`src/rtl/uart_crc_pkg.sv`:
```
// Shared CRC-8 UART link definitions: polynomial, frame size, transmitter states.
// Used by both the transmitter and the receiver-side checker.
package uart_crc_pkg;

   localparam logic [7:0] CRC8_POLY  = 8'h07;
   localparam logic [7:0] CRC8_INIT  = 8'h00;
   localparam int         FRAME_BITS = 18;

   typedef enum logic [2:0] {
      IDLE,
      CRC_CALC,
      START,
      DATA,
      CRC,
      STOP
   } tx_state_t;

   // One MSB-first step of the unreflected CRC-8 shift register
   function automatic logic [7:0] crc8_step(input logic [7:0] crc,
                                            input logic       din);
      logic fb;
      fb = crc[7] ^ din;
      return {crc[6:0], 1'b0} ^ (fb ? CRC8_POLY : 8'h00);
   endfunction

endpackage

```
`src/rtl/crc8_serial.sv`:
```
// Bit-serial CRC-8 register, one input bit per enabled clock.
// Shared with the receiver for frame checking.
module crc8_serial
   import uart_crc_pkg::*;
(
   input  logic       clk,
   input  logic       reset,
   input  logic       clear,
   input  logic       enable,
   input  logic       din,
   output logic [7:0] crc
);

   logic [7:0] crc_q, crc_d;

   always_comb begin
      crc_d = crc_q;
      if (clear)
         crc_d = CRC8_INIT;
      else if (enable)
         crc_d = crc8_step(crc_q, din);
   end

   always_ff @(posedge clk or posedge reset) begin
      if (reset)
         crc_q <= CRC8_INIT;
      else
         crc_q <= crc_d;
   end

   assign crc = crc_q;

endmodule

```
`src/rtl/uart_crc_transmitter.sv`:
```
// UART transmitter sending start, data, CRC-8 and stop bits at 16x tick timing.
// UART_CRC_ERR_INJECT_EN adds err_inject to flip bit 0 of the sent CRC.
module uart_crc_transmitter
   import uart_crc_pkg::*;
#(
   parameter int BAUD_RATE         = 9600,
   parameter int CLK_FREQ          = 50000000,
   parameter int OVERSAMPLING_RATE = 16
) (
   input  logic       clk,
   input  logic       reset,
   input  logic       tx_start,
   input  logic [7:0] data_in,
`ifdef UART_CRC_ERR_INJECT_EN
   input  logic       err_inject,
`endif
   output logic       tx_out,
   output logic       tx_busy,
   output logic       tx_done,
   output logic [7:0] crc_out
);

   localparam int TICK_MAX = (CLK_FREQ / (BAUD_RATE * OVERSAMPLING_RATE)) - 1;
   localparam int TW = (TICK_MAX > 0) ? $clog2(TICK_MAX + 1) : 1;
   localparam int SW = $clog2(OVERSAMPLING_RATE);
   localparam logic [TW-1:0] TICK_LAST = TW'(TICK_MAX);
   localparam logic [SW-1:0] SAMP_LAST = SW'(OVERSAMPLING_RATE - 1);

   tx_state_t     state_q, state_d;
   logic [7:0]    data_q, data_d;
   logic [7:0]    crc_out_q, crc_out_d;
   logic          tx_out_q, tx_out_d;
   logic [TW-1:0] tick_q, tick_d;
   logic [SW-1:0] samp_q, samp_d;
   logic [3:0]    bit_q, bit_d;
   logic [7:0]    crc_tx;
   logic [7:0]    crc_val;
   logic          crc_clr, crc_en, crc_din;
   logic          tick_end, bit_end;

`ifdef UART_CRC_ERR_INJECT_EN
   logic inj_q, inj_d;
   assign crc_tx = crc_out_q ^ {7'b0, inj_q};
`else
   assign crc_tx = crc_out_q;
`endif

   crc8_serial u_crc (
      .clk    (clk),
      .reset  (reset),
      .clear  (crc_clr),
      .enable (crc_en),
      .din    (crc_din),
      .crc    (crc_val)
   );

   assign tick_end = (tick_q == TICK_LAST);
   assign bit_end  = tick_end && (samp_q == SAMP_LAST);

   always_comb begin
      state_d   = state_q;
      data_d    = data_q;
      crc_out_d = crc_out_q;
      tick_d    = tick_q;
      samp_d    = samp_q;
      bit_d     = bit_q;
      crc_clr   = 1'b0;
      crc_en    = 1'b0;
      crc_din   = data_q[3'd7 - bit_q[2:0]];
      tx_done   = 1'b0;
`ifdef UART_CRC_ERR_INJECT_EN
      inj_d     = inj_q;
`endif

      unique case (state_q)
         IDLE: begin
            if (tx_start) begin
               data_d  = data_in;
               crc_clr = 1'b1;
               bit_d   = 4'd0;
               state_d = CRC_CALC;
`ifdef UART_CRC_ERR_INJECT_EN
               inj_d   = err_inject;
`endif
            end
         end
         CRC_CALC: begin
            // 8 shift clocks, then one clock to load the finished CRC
            if (bit_q == 4'd8) begin
               crc_out_d = crc_val;
               tick_d    = '0;
               samp_d    = '0;
               bit_d     = 4'd0;
               state_d   = START;
            end else begin
               crc_en = 1'b1;
               bit_d  = bit_q + 4'd1;
            end
         end
         START, DATA, CRC, STOP: begin
            tick_d = tick_end ? '0 : tick_q + 1'b1;
            if (tick_end)
               samp_d = (samp_q == SAMP_LAST) ? '0 : samp_q + 1'b1;
            if (bit_end) begin
               unique case (state_q)
                  START: begin
                     state_d = DATA;
                     bit_d   = 4'd0;
                  end
                  DATA: begin
                     bit_d = (bit_q == 4'd7) ? 4'd0 : bit_q + 4'd1;
                     if (bit_q == 4'd7)
                        state_d = CRC;
                  end
                  CRC: begin
                     bit_d = (bit_q == 4'd7) ? 4'd0 : bit_q + 4'd1;
                     if (bit_q == 4'd7)
                        state_d = STOP;
                  end
                  STOP: begin
                     tx_done = 1'b1;
                     state_d = IDLE;
                  end
                  default: state_d = state_q;
               endcase
            end
         end
      endcase

      // Line level follows the state being entered so tx_out is a clean flop
      case (state_d)
         START:   tx_out_d = 1'b0;
         DATA:    tx_out_d = data_q[bit_d[2:0]];
         CRC:     tx_out_d = crc_tx[bit_d[2:0]];
         default: tx_out_d = 1'b1;
      endcase
   end

   always_ff @(posedge clk or posedge reset) begin
      if (reset) begin
         state_q   <= IDLE;
         data_q    <= 8'h00;
         crc_out_q <= 8'h00;
         tx_out_q  <= 1'b1;
         tick_q    <= '0;
         samp_q    <= '0;
         bit_q     <= 4'd0;
      end else begin
         state_q   <= state_d;
         data_q    <= data_d;
         crc_out_q <= crc_out_d;
         tx_out_q  <= tx_out_d;
         tick_q    <= tick_d;
         samp_q    <= samp_d;
         bit_q     <= bit_d;
      end
   end

`ifdef UART_CRC_ERR_INJECT_EN
   always_ff @(posedge clk or posedge reset) begin
      if (reset)
         inj_q <= 1'b0;
      else
         inj_q <= inj_d;
   end
`endif

   assign tx_out  = tx_out_q;
   assign tx_busy = (state_q != IDLE);
   assign crc_out = crc_out_q;

endmodule

```
`config.mk`:
```
export PLATFORM = sky130hd
export DESIGN_NAME = uart_crc_transmitter
export DESIGN_NICKNAME = d
export VERILOG_FILES = /design/src/rtl/uart_crc_pkg.sv /design/src/rtl/crc8_serial.sv /design/src/rtl/uart_crc_transmitter.sv
export SDC_FILE = /design/constraint.sdc
export NUM_CORES = 1
export LEC_CHECK = 0
export CAP_MARGIN = 10
export CORE_ASPECT_RATIO = 0.9
export CORE_MARGIN = 5
export CORE_UTILIZATION = 35
export CTS_BUF_LIST = sky130_fd_sc_hd__clkbuf_8
export CTS_CLUSTER_SIZE = 28
export DETAILED_ROUTE_END_ITERATION = 16
export GPL_TIMING_DRIVEN = 0
export PLACE_DENSITY = 0.65
export SLEW_MARGIN = 20
export SYNTH_ARGS = -nofsm -noshare
export SYNTH_HDL_FRONTEND = slang
export SYNTH_SLANG_ARGS = --single-unit
```
`constraint.sdc`:
```
create_clock -name clk -period 2.52 [get_ports clk]
set_input_delay 0.504 -clock clk [delete_from_list [all_inputs] [get_ports clk]]
set_output_delay 0.504 -clock clk [all_outputs]
set_load 0.02 [all_outputs]
```
---- Word level (Yosys, flattened, before mapping) ----
Cells that the tools add are included.
cells by class
  add/sub/neg operators ................... 4
  magnitude comparators ................... 2
  bitwise operators ....................... 2
  muxes and demuxes ....................... 37
  reduce and logical (&&, ||, !) cells .... 12
  equal/unequal tests ..................... 17
operator list
  operator                                              number
  two-way mux 4 bit                                     7
  two-way mux 3 bit                                     6
  two-way mux 9 bit                                     2
  one-hot mux 9 bit (2 select lines)                    1
  two-way mux 8 bit                                     2
  one-hot mux 4 bit (2 select lines)                    2
  equality test 3 x 2 -> 1 bit (second input constant)  4
  one-hot mux 3 bit (4 select lines)                    1
  one-hot mux 4 bit (3 select lines)                    1
  two-way mux 1 bit                                     10
  adder 9 x 1 -> 9 bit (second input constant)          1
  binary-select mux 1 bit (select 3 bit)                3
  equality test 3 bit (second input constant)           3
  equality test 9 bit (second input constant)           1
  one-hot mux 3 bit (3 select lines)                    1
  adder 4 x 1 -> 4 bit (second input constant)          2
  equality test 4 bit (second input constant)           2
  < comparator 3 x 4 -> 1 bit (second input constant)   2
  != test 2 bit (second input constant)                 4
  XOR 8 bit                                             1
  AND reduction 2 bit                                   3
  AND reduction 3 bit                                   2
  equality test 4 x 3 -> 1 bit (second input constant)  1
  nonzero test 2 bit                                    2
  other kinds (10)                                      10
storage, ports and cells
  logic and storage cells ................. 83
  register bits after elaboration ......... 45
  bits of input ports ..................... 11

---- Depth between registers and ports, before layout ----
Gate-level depths: netlist of run 1.
  depth in word-level cells ............... 8
  gate-level depth with buffers ........... 12

---- Hierarchy ----
From an unflattened synthesis of run 1, not the netlist that was laid out.
second synthesis, totals
  cells, all modules ...................... 243
  area, all modules ....................... 2536.2 um2
by module, submodules not included
  module                instances  area an instance (um2)  cells each
  uart_crc_transmitter  1          2159.6                  210
  crc8_serial           1          376.6                   33

---- Least setup slack after synthesis of run 1 ----
OpenSTA, ideal clock, no wires.
  kind .................................... register to register
  start ................................... reg tick_q[3]
  end ..................................... reg tx_out_q, in the netlist tx_out
  arrival ................................. 2489 ps
  buffers on the path ..................... 1
  stages on the path, launching flop included .. 9
  required time ........................... 2431 ps
  library setup time ...................... 89 ps
  period minus slack after synthesis ...... 2578 ps
  slack ................................... -58 ps
  cells stage by stage .................... dfrtp_1 > or4b_4 > nor3_4 > a31o_2 > a22o_1 > buf_6 > mux4_2 > o211ai_2 > o211ai_1
on the way
  longest elaborated chain between the ends .. 7
ends and longest elaborated chain
  what                                                       RTL line                                                  RTL
  from (decl)                                                uart_crc_transmitter.sv:33                                logic [TW-1:0] tick_q, tick_d;
  from (signal assigned)                                     uart_crc_transmitter.sv:153                               tick_q <= tick_d;
  equality test 9 bit *                                      uart_crc_transmitter.sv:57                                assign tick_end = (tick_q == TICK_LAST);
  logical AND 1 bit *                                        uart_crc_transmitter.sv:58                                assign bit_end = tick_end && (samp_q == SAMP_LAST);
  two-way mux 4 bit *                                        uart_crc_transmitter.sv:104                               if (bit_end) begin
  one-hot mux 4 bit (3 select lines) *                       uart_crc_transmitter.sv:75                                unique case (state_q)
  named net bit_d[1]                                         uart_crc_transmitter.sv:35                                logic [3:0] bit_q, bit_d;
  binary-select mux 1 bit (select 3 bit) (on tied branches)  uart_crc_transmitter.sv:134, uart_crc_transmitter.sv:133
  two-way mux 1 bit (on tied branches)                       uart_crc_transmitter.sv:134, uart_crc_transmitter.sv:133
  one-hot mux 1 bit (3 select lines) *                       uart_crc_transmitter.sv:131                               case (state_d)
  named net tx_out_d                                         uart_crc_transmitter.sv:32                                logic tx_out_q, tx_out_d;
  to (signal assigned)                                       uart_crc_transmitter.sv:152                               tx_out_q <= tx_out_d;
  to (decl)                                                  uart_crc_transmitter.sv:32
The timed path passes the listed nets; every way through them passes the cells marked *. The select of a mux whose other input is x is not followed.
A chain may end at the register's enable or synchronous reset.

---- Final worst setup path of run 1 ----
  start ................................... reg tick_q[5]
  end ..................................... reg tx_out_q, in the netlist tx_out
Same word-level chain as after synthesis.

==> results.yml, run 1 <==
yosys:
  synth_edf_count: 0
  async_flop_share_pct: 100.0
  yosysTopAreaCell: "dfrtp_1"
  synth_most_common_cell: "dfrtp_1"
  ys.warnings.count: 0
  syn_nets: 244
  synth_commonest_cells: "dfrtp_1 (44), nand2_1 (18), o21ai_0 (18)"
  synth_ff_type: "dfrtp_1"
  ys_types: 48
  syn-cell-area_um2: 2430
  netlist_instances: 228
  ys_seq_area_share_pct: 46.40
  synthTopCellsByArea: "dfrtp_1 (45%), mux2_2 (7.4%), a22o_1 (4.7%)"
  ys_ff_latch: 45
  synth_area_per_cell_um2: 10.66
  yosys.area.top_type_share_pct: 45.31
clock_network:
  cts_sinks: 45
  numCtsBuffers: 5
  hold_buffers: 0
  path_clk_slew_ns: 0.10
  h-tree-depth: 2
  cts_tree: "yes"
  cts-root-buf: "clkbuf_8"
  cts_buffer_depth: 2
  clk_latency_ns: 0.31
floorplanning:
  die_w_um: 97.83
  die_area_um2: 8711
  num_rows: 28
  io_pins: 22
  die_h_um: 89.05
  start_util_pct: 36.50
  core_um2: 6656
worst_setup_path:
  reg2reg_depth: 9
  reg2reg_to: "tx_out"
  path_max_fanout: 4
  r2r_start: "tick_q[5]"
  cp.arrival_ns: 2.83
  r2r_slack_ns: -0.08
  worstSetupStartpointType: "flop"
  worstSetupPathType: "reg -> reg"
  worstPathRequired_ns: 2.75
  end_kind: "flop"
sta:
  finalCriticalPeriod_ns: 2.598
  fmax_ghz: 0.3850
  fin_tns_setup_ns: -0.1065
  worst_slack_ns: -0.07772
  period_share_pct: 103.1
  drv_slew: 0
  setup_viol: 2
  max_slew_margin_pct: 44.95
  worst_pin_slew_ns: 0.8227
  fin_skew_ns: 0.008358
  finalHoldViolations: 0
  rsz0062_at_grt: "yes"
final_layout:
  final_area_um2: 3022
  nets: 283
  layout-drive-gt1-share_pct: 22.39
  area_delta_synth_final_pct: 24.36
  final_cells: 358
  diodes: 0
placed_design:
  placed_cell_area_um2: 2783
  gp_congestion: 0.8761
  dp_hpwl_um: 3826
  dp.cells: 340
  io_buffers: 21
power_and_ir_drop:
  power_switching_uw: 315.6
  p_leak_nw: 1.269
  power_frac_clock_pct: 42.7
  power.density_nw_per_um2: 455.7
  peakVddDrop_mv: 0.3441
  swShare_pct: 22.92
  fin_total_pwr_mw: 1.377
  seq_power_share_pct: 53.4
  p_comb_share_pct: 3.9
  intPower_mw: 1.061
detailed_routing:
  viasPerCell: 5.408
  ant_nets: 0
  drt-total-wl_um: 5556
  vias: 1936
  drtIter0Drc: 94
  drc: 0
  wl_per_cell_um: 15.52
  dr.pass1.iters: 4
global_routing:
  grt.overflow.total: 0
  first_global_vias: 1913
  grt_max_degree: 30
  antenna_found_initial: 0
  grt_first_pass_wirelength_um: 9135
  track_usage_pct: 13.13
status:
  outcome: "complete, but fails checks"
  violations: "negative setup slack"
hold_path:
  hold_class: "in -> async"
run:
  cap_violations: 0
## power by group through the flow
stage | clock, mW | sequential [mW] | combinational, mW
2_1_floorplan | 0 | 0.748 | 0.0259
3_3_place_gp | 0 | 0.749 | 0.0505
3_5_place_dp | 0 | 0.749 | 0.0553
4_1_cts | 0.600 | 0.735 | 0.0555
5_1_grt | 0.633 | 0.736 | 0.0605
6_report | 0.588 | 0.735 | 0.0539
## worst max path at each step
stage	cells after the start	to	from	slack, ns
2_1_floorplan	8	tx_out	tick_q[3]	0.01
5_1_grt	9	tx_out	tick_q[5]	-0.15
4_1_cts	9	tx_out	tick_q[5]	-0.05
6_report	9	tx_out	tick_q[5]	-0.08
3_5_place_dp	11	tx_out	bit_q[0]	-0.33
3_3_place_gp	11	tx_out	bit_q[0]	-0.29
## per-layer routing
layer	share of wire [%]	global-route usage (%)
met5	0	0
met2	47	20.70
met3	3.4	3.432
met1	49	17.91
met4	0.63	4.025
## layout by cell type, fill, tap and decap left out, drive strengths merged, types with 2 or more instances in the layout
| master | count |
|---|---|
| nor2b | 4 |
| xor2 | 3 |
| mux4 | 3 |
| dfrtp | 44 |
| mux2i | 8 |
| nor3 | 3 |
| a22o | 13 |
| nand2b | 5 |
| o221a | 2 |
| o21ai | 19 |
| and2 | 2 |
| nand4 | 2 |
| a21o | 2 |
| a211oi | 2 |
| inv | 12 |
| a21oi | 8 |
| o31ai | 2 |
| nand3 | 9 |
| clkdlybuf4s50 | 20 |
| nand2 | 18 |
| or3 | 2 |
| a31oi | 4 |
| nor2 | 11 |
| o221ai | 2 |
| ha | 5 |
| o211ai | 3 |
| and3b | 2 |
| mux2 | 16 |
| buf | 14 |
| clkbuf | 11 |
## flip-flops by register name (all words and copies together) (netlist names)
name,flops
data_q,8
u_crc.crc,8
tick_q,9
samp_q,4
state_q,3
crc_out,8
bit_q,4
tx_out,1
## logic make-up after synthesis
group                    Yosys count  share of synthesized area, %
AO/OA/AOI/OAI                     65                         18.95
AND/OR/NAND/NOR                   63                         13.90
flip-flops                        45                         46.40
multiplexers                      27                         13.49
buffers and inverters             19                         3.244
adder cells (fa/ha/maj)            5                         2.575
XOR/XNOR                           4                         1.442
## worst max-delay path, cell delays in order, from the launching register on
cell and delay (ns):
dfrtp_1 0.41, or4b_4 0.56, nor3_4 0.23, buf_6 0.15
o221ai_4 0.12, a22o_1 0.24, buf_6 0.13, mux4_2 0.42
o211ai_2 0.15, o211ai_1 0.10
## area by class of cell
cell class | count | area (um^2)
Clock buffer | 5 | 68.82
Fill cell | 633 | 3635
Tap cell | 90 | 112.6
Clock inverter | 3 | 47.55
Sequential cell | 45 | 1131
Timing Repair Buffer | 33 | 317.8
Multi-Input combinational cell | 164 | 1264
Buffer | 8 | 42.54
Inverter | 10 | 37.54
## through the flow
| stage | worst slack [ns] | util, % | hold slack [ns] |
|---|---|---|---|
| 5_1_grt | -0.1497 | 45.39 | 0.4957 |
| 3_3_place_gp | -0.2854 | 41.50 | 0.4760 |
| 4_1_cts | -0.05000 | 44.91 | 0.4806 |
| 2_1_floorplan | 0.01195 | - | 0.4464 |
| 3_5_place_dp | -0.3320 | 41.80 | 0.4797 |
| 6_report | -0.07772 | 45.39 | 0.4724 |
## repair_timing
action	in CTS	in global routing
pin swaps	3	1
gates cloned	0	0
resized for setup	9	8
setup buffers	9	2
endpoints found under the setup margin	2	4
(Power assumes the default switching activity.)
==> run 2: changes to the inputs <==
--- a/config.mk
+++ b/config.mk
@@ -7,14 +7,13 @@
 export LEC_CHECK = 0
 export CAP_MARGIN = 10
 export CORE_ASPECT_RATIO = 0.9
-export CORE_MARGIN = 5
+export CORE_MARGIN = 2
 export CORE_UTILIZATION = 35
 export CTS_BUF_LIST = sky130_fd_sc_hd__clkbuf_8
 export CTS_CLUSTER_SIZE = 28
 export DETAILED_ROUTE_END_ITERATION = 16
 export GPL_TIMING_DRIVEN = 0
 export PLACE_DENSITY = 0.65
-export SLEW_MARGIN = 20
 export SYNTH_ARGS = -nofsm -noshare
 export SYNTH_HDL_FRONTEND = slang
 export SYNTH_SLANG_ARGS = --single-unit
==> run 2 against run 1 <==
The run now ends clean. Die area shrank 12%. Global-route usage rose by 1.4 points. Largest cell class unchanged. Count of clock-buffer cells in the layout unchanged. Cell area grew 0.37%. Core utilization increased by 0.17 points. Highest routed layer unchanged. Via count rose by 1.3%. Clock skew decreased by 0.0030 ns.
==> results.yml, run 2 (synthesized netlist as in run 1, its figures left out) <==
status:
  outcome: "completed"
clock_network:
  cts_tree: "yes"
  cts-root-buf: "clkbuf_8"
  numCtsBuffers: 5
  h-tree-depth: 2
  hold_buffers: 0
  cts_sinks: 45
  cts_buffer_depth: 2
  clk_latency_ns: 0.30
  path_clk_slew_ns: 0.09
power_and_ir_drop:
  fin_total_pwr_mw: 1.253
  power_switching_uw: 297.4
  intPower_uw: 955.8
  peakVddDrop_mv: 0.3239
  swShare_pct: 23.73
  p_leak_nw: 1.272
  power_frac_clock_pct: 36.9
  power.density_nw_per_um2: 413.2
  p_comb_share_pct: 4.5
  seq_power_share_pct: 58.7
global_routing:
  first_global_vias: 1883
  grt.overflow.total: 0
  antenna_found_initial: 0
  grt_max_degree: 39
  grt_first_pass_wirelength_um: 9114
  track_usage_pct: 14.52
detailed_routing:
  viasPerCell: 5.478
  dr.pass1.iters: 4
  ant_nets: 0
  vias: 1961
  drc: 0
  drt-total-wl_um: 5443
  drtIter0Drc: 178
  wl_per_cell_um: 15.20
placed_design:
  dp_slack_ns: -0.3210
  dp.cells: 340
  placed_cell_area_um2: 2783
  dp_hpwl_um: 3672
  gp_congestion: 0.7831
  io_buffers: 21
sta:
  finalHoldViolations: 0
  fmax_ghz: 0.4000
  period_share_pct: 99.20
  worst_slack_ns: 0.02021
  setup_viol: 0
  rsz0062_at_grt: "yes"
  finalCriticalPeriod_ns: 2.500
  drv_slew: 0
  fin_skew_ns: 0.005369
  max_slew_margin_pct: 53.28
  worst_pin_slew_ns: 0.6962
final_layout:
  final_cells: 358
  layout_commonest_cell: "dfrtp_1"
  layout-drive-gt1-share_pct: 23.88
  nets: 283
  fillCellCount: 652
  final_cell_mix: "dfrtp_1 (42), clkdlybuf4s50_1 (20), o21ai_0 (18)"
  largest_register: "tick_q"
  largest_reg_flops: 9
  final_core_util_pct: 45.56
  diodes: 0
  final_area_um2: 3033
  area_delta_synth_final_pct: 24.82
run:
  cap_violations: 0
floorplanning:
  io_pins: 22
  start_util_pct: 36.50
  core_um2: 6656
  die_h_um: 83.05
  die_w_um: 91.83
  num_rows: 28
  die_area_um2: 7626
worst_setup_path:
  path_max_fanout: 5
  cp.arrival_ns: 2.73
  worstSetupPathType: "reg -> reg"
  end_kind: "flop"
  worstSetupStartpointType: "flop"
  worstPathRequired_ns: 2.75
hold_path:
  hold_class: "in -> async"
-- run 2: what timing repair did --
| action | in CTS | in global routing |
|---|---|---|
| resized for setup | 9 | 17 |
| cloned | 0 | 0 |
| pin swaps | 8 | 6 |
| buffers inserted | 11 | 1 |
| endpoints found under the setup margin | 2 | 10 |
-- run 2: critical path: stages (launching register included) --
cell and delay, ns:
dfrtp_1 0.43, inv_1 0.08, ha_2 0.17, nand4b_1 0.19, nor3_4 0.28, buf_6 0.15
o221ai_4 0.11, a22o_4 0.31, mux4_2 0.43, o211ai_2 0.16, o211ai_1 0.10
-- run 2: final timing paths --
check	slack, ns	start	cells after the start	end
min in group clk	0.49	tick_q[8]	1	tick_q[8]
worst min register to register	0.49	tick_q[8]	1	tick_q[8]
worst max-delay path	0.02	tick_q[1]	10	tx_out
max in group asynchronous	1.59	reset	3	tx_out
worst max register to register	0.02	tick_q[1]	10	tx_out
worst min-delay path	0.41	reset	2	u_crc.crc[3]
-- run 2: area by class of cell --
type / count / area (um^2) / share of cell area (%)
multi-input combinational: 164 / 1309 / 43.15
clock buffer: 5 / 68.82 / 2.269
tap: 90 / 112.6 / 3.713
sequential: 45 / 1130 / 37.25
inverter: 10 / 37.54 / 1.238
buffer: 7 / 30.03 / 0.9901
timing repair buffer: 34 / 322.8 / 10.64
clock inverter: 3 / 22.52 / 0.7426
-- run 2: metal layers --
| metal | GRT usage [%] | wire length, um | share of wire (%) | vias to the layer above |
|---|---|---|---|---|
| met3 | 2.269 | 226 | 4.2 | 5 |
| met5 | 0 | 0 | 0 | - |
| met4 | 3.664 | 43 | 0.79 | 0 |
| li1 | - | - | - | 922 |
| met1 | 21.73 | 2684 | 49 | 981 |
| met2 | 21.99 | 2488 | 46 | 53 |
-- run 2: power by group through the flow --
stage / clock network (mW) / registers, mW / logic [mW]
6_report: 0.462 / 0.735 / 0.0559
5_1_grt: 0.503 / 0.737 / 0.0618
4_1_cts: 0.477 / 0.735 / 0.0556
3_5_place_dp: 0 / 0.749 / 0.0552
3_3_place_gp: 0 / 0.749 / 0.0506
2_1_floorplan: 0 / 0.748 / 0.0259
-- run 2: metrics by stage --
step / TNS, ns / hold slack, ns
after global placement: -1.487 / 0.4770
after floorplan: 0 / 0.4464
after detailed placement: -0.6931 / 0.4823
final: 0 / 0.4112
after CTS: -0.1164 / 0.4055
after global routing: -0.1218 / 0.4217
